**config.mk**
```make
export PLATFORM = sky130hd
export DESIGN_NAME = axis_checker_chip
export DESIGN_NICKNAME = d
export VERILOG_FILES = /design/src/rtl/axis_checker_chip.sv
export SDC_FILE = /design/constraint.sdc
export NUM_CORES = 1
export LEC_CHECK = 0
export ABC_AREA = 1
export CORE_MARGIN = 2
export CORE_UTILIZATION = 44
export DETAILED_ROUTE_END_ITERATION = 16
export PLACE_DENSITY = 0.75
export REMOVE_ABC_BUFFERS = 1
export SYNTH_ARGS = -nofsm -noshare
export SYNTH_HDL_FRONTEND = slang
export SYNTH_SLANG_ARGS = --single-unit
```
**constraint.sdc**
```tcl
create_clock -name aclk -period 3.25 [get_ports aclk]
set_input_delay 0.65 -clock aclk [delete_from_list [all_inputs] [get_ports aclk]]
set_output_delay 0.65 -clock aclk [all_outputs]
set_load 0.005 [all_outputs]
```
**src/rtl/axis_checker_chip.sv**
```systemverilog
// AXI4-Stream pass-through with a 2-entry skid buffer and an upstream protocol checker.
// Counts accepted beats/packets and raises sticky flags on unstable or dropped stalled beats.
module axis_checker_chip #(
    parameter int DATA_WIDTH = 64,
    parameter int CNT_WIDTH  = 32
) (
    input  logic                  aclk,
    input  logic                  aresetn,
    input  logic [DATA_WIDTH-1:0] s_axis_tdata,
    input  logic                  s_axis_tlast,
    input  logic                  s_axis_tvalid,
    output logic                  s_axis_tready,
    output logic [DATA_WIDTH-1:0] m_axis_tdata,
    output logic                  m_axis_tlast,
    output logic                  m_axis_tvalid,
    input  logic                  m_axis_tready,
    output logic [CNT_WIDTH-1:0]  beat_count,
    output logic [CNT_WIDTH-1:0]  pkt_count,
    output logic                  err_stable,
    output logic                  err_drop,
    input  logic                  clr
);

    localparam int NUM_BYTES = DATA_WIDTH / 8;

    logic                  out_valid_reg, out_valid_next;
    logic [DATA_WIDTH-1:0] out_data_reg, out_data_next;
    logic                  out_last_reg, out_last_next;
    logic                  skid_valid_reg, skid_valid_next;
    logic [DATA_WIDTH-1:0] skid_data_reg, skid_data_next;
    logic                  skid_last_reg, skid_last_next;
    logic                  ready_reg, ready_next;

    logic                  prev_valid_reg;
    logic                  prev_ready_reg;
    logic [DATA_WIDTH-1:0] prev_data_reg;
    logic                  prev_last_reg;

    logic                  err_stable_reg, err_stable_next;
    logic                  err_drop_reg, err_drop_next;
    logic [CNT_WIDTH-1:0]  beat_count_reg, beat_count_next;
    logic [CNT_WIDTH-1:0]  pkt_count_reg, pkt_count_next;

    logic                  s_hs;
    logic                  out_drain;
    logic                  prev_stalled;
    logic [NUM_BYTES-1:0]  byte_diff;
    logic                  payload_changed;

    assign s_hs      = s_axis_tvalid & ready_reg;
    assign out_drain = ~out_valid_reg | m_axis_tready;

    // Skid buffer: OUT is refilled from SKID first so ordering stays FIFO.
    always_comb begin
        out_valid_next  = out_valid_reg;
        out_data_next   = out_data_reg;
        out_last_next   = out_last_reg;
        skid_valid_next = skid_valid_reg;
        skid_data_next  = skid_data_reg;
        skid_last_next  = skid_last_reg;
        if (out_drain) begin
            if (skid_valid_reg) begin
                out_valid_next  = 1'b1;
                out_data_next   = skid_data_reg;
                out_last_next   = skid_last_reg;
                skid_valid_next = 1'b0;
            end else if (s_hs) begin
                out_valid_next = 1'b1;
                out_data_next  = s_axis_tdata;
                out_last_next  = s_axis_tlast;
            end else begin
                out_valid_next = 1'b0;
            end
        end else if (s_hs) begin
            skid_valid_next = 1'b1;
            skid_data_next  = s_axis_tdata;
            skid_last_next  = s_axis_tlast;
        end
        ready_next = ~skid_valid_next;
    end

    // Byte-lane compare of the held payload against the previous cycle.
    genvar gi;
    generate
        for (gi = 0; gi < NUM_BYTES; gi++) begin : g_lane
            assign byte_diff[gi] = prev_data_reg[gi*8 +: 8] != s_axis_tdata[gi*8 +: 8];
        end
    endgenerate

    assign prev_stalled    = prev_valid_reg & ~prev_ready_reg;
    assign payload_changed = (|byte_diff) | (prev_last_reg != s_axis_tlast);

    always_comb begin
        err_stable_next = err_stable_reg;
        err_drop_next   = err_drop_reg;
        beat_count_next = beat_count_reg;
        pkt_count_next  = pkt_count_reg;
        if (clr) begin
            err_stable_next = 1'b0;
            err_drop_next   = 1'b0;
            beat_count_next = '0;
            pkt_count_next  = '0;
        end else begin
            if (prev_stalled && !s_axis_tvalid)
                err_drop_next = 1'b1;
            if (prev_stalled && s_axis_tvalid && payload_changed)
                err_stable_next = 1'b1;
            if (s_hs) begin
                beat_count_next = beat_count_reg + CNT_WIDTH'(1);
                if (s_axis_tlast)
                    pkt_count_next = pkt_count_reg + CNT_WIDTH'(1);
            end
        end
    end

    // aresetn is active-high despite its name.
    always_ff @(posedge aclk) begin
        if (aresetn) begin
            out_valid_reg  <= 1'b0;
            out_data_reg   <= '0;
            out_last_reg   <= 1'b0;
            skid_valid_reg <= 1'b0;
            skid_data_reg  <= '0;
            skid_last_reg  <= 1'b0;
            ready_reg      <= 1'b0;
            prev_valid_reg <= 1'b0;
            prev_ready_reg <= 1'b0;
            prev_data_reg  <= '0;
            prev_last_reg  <= 1'b0;
            err_stable_reg <= 1'b0;
            err_drop_reg   <= 1'b0;
            beat_count_reg <= '0;
            pkt_count_reg  <= '0;
        end else begin
            out_valid_reg  <= out_valid_next;
            out_data_reg   <= out_data_next;
            out_last_reg   <= out_last_next;
            skid_valid_reg <= skid_valid_next;
            skid_data_reg  <= skid_data_next;
            skid_last_reg  <= skid_last_next;
            ready_reg      <= ready_next;
            prev_valid_reg <= s_axis_tvalid;
            prev_ready_reg <= ready_reg;
            prev_data_reg  <= s_axis_tdata;
            prev_last_reg  <= s_axis_tlast;
            err_stable_reg <= err_stable_next;
            err_drop_reg   <= err_drop_next;
            beat_count_reg <= beat_count_next;
            pkt_count_reg  <= pkt_count_next;
        end
    end

    assign s_axis_tready = ready_reg;
    assign m_axis_tvalid = out_valid_reg;
    assign m_axis_tdata  = out_data_reg;
    assign m_axis_tlast  = out_last_reg;
    assign beat_count    = beat_count_reg;
    assign pkt_count     = pkt_count_reg;
    assign err_stable    = err_stable_reg;
    assign err_drop      = err_drop_reg;

endmodule

```
==> impl_metrics.ini <==
[cts]
cts_hold_buf = 0
cts_tree = done
cts.htree.levels = 1
cts_buffers = 27
cts_setup_buffers = 0
path_clk_slew_ns = 0.06
insertion_delay_ns = 0.54
cts-resized-gates = 0
cts.sinks = 266
cts_max_path_buffers = 3
root_buffer = clkbuf_16

[power]
totalPowerFinal_uw = 6990
irDropWorstVdd_v = 0.000341
p_leak_uw = 0.00555
power_density_nw_per_um2 = 501

[cells_and_area]
multi_input_area_um2 = 4610
final_util = 0.576
layout.area.seq_um2 = 5330
layout-drive-gt1-share = 0.0446
nNetsFinal = 1715
fin_cells = 1986
syn_to_final_growth_pct = 28.8
fillers = 2186

[sta]
fin_crit_ns = 2.36
final_hold_viol_count = 0
clock_skew_ns = 0.0319
grt_setup_unrepaired = false
fin_setup_tns_ns = 0
slew_viol_final = 0
relSlewSlack = 0.390
fmax_mhz = 424
worst_slew_pin_slew_ns = 0.915
finalCritPeriodShare = 0.725
setup_viol = 0
setup_slack_ns = 0.892

[synthesis]
ys_seq_area_frac = 0.491
yosys.area.top_type_share = 0.491
syn_area_um2 = 10800
yosysTopAreaCell = dfxtp_1
synth_seq_cells = 266
yosys_warnings = 0
post_synth_most_frequent_cells = dfxtp_1 (266), a21oi_1 (236), nor2_1 (231)
avgSynthCellArea_um2 = 7.36
async_reset_ff_frac = 0
synth_cell_types = 32
synth_edf_count = 0
synth_most_common_cell = dfxtp_1
synth.area.top_cells = dfxtp_1 (49%), a21oi_1 (11%), nor2_1 (8.0%)
synth_ff_type = dfxtp_1
syn_inst = 1474

[global_routing]
gr-total-overflow = 0
grt_start_max_net_pins = 131
antenna_found_initial = 5
grt_first_pass_wirelength_um = 43400
grt_pass1_vias = 9187
track_usage = 0.199

[critical_path]
critPathLaunchType = input port
r2r-end = m_axis_tdata[26]$_SDFFE_PP0P_
timing.rr.start = s_axis_tready$_SDFF_PP0_
required_ns = 3.67
crit_path_end_kind = flop
path_max_fanout = 40
critPathLaunch = s_axis_tvalid
r2r_slack_ns = 1.24
reg2regPathDepth = 8
critPathArrivalTime_ns = 2.78
endpoint = m_axis_tdata[26]$_SDFFE_PP0P_
path_class = input port to flop

[floorplan]
rows = 57
die_y_um = 161
pin_count = 203
die_area_um2 = 25900
fp.dieW_um = 161
core_um2 = 24200
initial_core_util = 0.447

[placement]
place_inst = 1938
gp_congestion = 0.839
place_hpwl_um = 17600
pre_cts_ws_ns = 0.373
port_buffers = 202

[routing]
ant_nets = 0
avgViaCountPerCell = 4.98
drtPass1Iterations = 6
wire_per_inst_um = 13.3
drt_iter0_drc = 728
vias = 9891
drt-total-wl_um = 26400
drc = 0

[worst_hold_path]
worstHoldStart = beat_count[31]$_SDFFE_PP0P_
hold_path_class = flop to flop
min_delay_path_depth = 1

[flow_run]
max_cap_violations = 0

[outcome]
status = finished, final reports clean
## worst min path at each step
stage	endpoint	slack, ns
after detailed placement	beat_count[31]$_SDFFE_PP0P_	0.45
after global routing	prev_data_reg[10]$_SDFF_PP0_	0.47
after CTS	beat_count[31]$_SDFFE_PP0P_	0.45
after floorplan	beat_count[31]$_SDFFE_PP0P_	0.45
final	beat_count[31]$_SDFFE_PP0P_	0.45
after global placement	beat_count[31]$_SDFFE_PP0P_	0.44
## cell families after synthesis
| logic type | share of synthesized area |
|---|---|
| fa+ha+maj | 0.00231 |
| buf+inv | 0.0845 |
| simple gates | 0.199 |
| flops | 0.491 |
| compound gates | 0.187 |
| xor+xnor | 0.0355 |
## critical path: stages
cell             delay [ns]
clkdlybuf4s50_1        0.52
nand2_4                0.20
inv_1                  0.10
or2_2                  0.30
nand2_1                0.10
clkinv_2               0.33
buf_12                 0.30
o21ai_0                0.20
a21oi_1                0.06
## layout make-up
| cell class | instances | area share |
|---|---|---|
| well taps | 324 | 0.0290 |
| inverters | 172 | 0.0464 |
| clock inverters | 8 | 0.00511 |
| flip-flops and latches | 266 | 0.382 |
| clock buffers | 37 | 0.0532 |
| multi-input cells | 965 | 0.330 |
| diodes | 3 | 0.000538 |
| repair buffers | 211 | 0.154 |
## power breakdown
part	internal, uW	leakage, uW	total [uW]	switching, uW
Clock	1670	0.000401	2910	1240
Sequential	3380	0.00218	3450	66.7
Combinational	319	0.00297	634	315
## placed cells by master, fill, tap and decap left out, types with 4 or more instances in the layout
cell               n
inv_1            168
nor2_4             5
clkbuf_1           7
clkbuf_16         27
buf_12             5
nor3_1            30
clkinv_2           7
dfxtp_1          265
buf_4              4
nand3_1           18
a21oi_1          236
clkdlybuf4s50_1  201
xor2_1             9
o21ai_0          161
nor2_2             4
nand2_1          199
nand4_1           16
xnor2_1           35
nor2_1           229
## metrics by stage
stage	hold slack (ns)	instance area, um^2
finish	0.454	14000
global route	0.473	14000
CTS	0.455	14000
detailed placement	0.446	13100
global placement	0.440	13100
floorplan	0.446	10600
## routing by layer
metal | part of all wire | GRT usage
met1 | 0.44 | 0.264
met2 | 0.45 | 0.323
met3 | 0.081 | 0.0503
met4 | 0.028 | 0.0588
met5 | 0.00049 | 0
(Power assumes the default switching activity.)
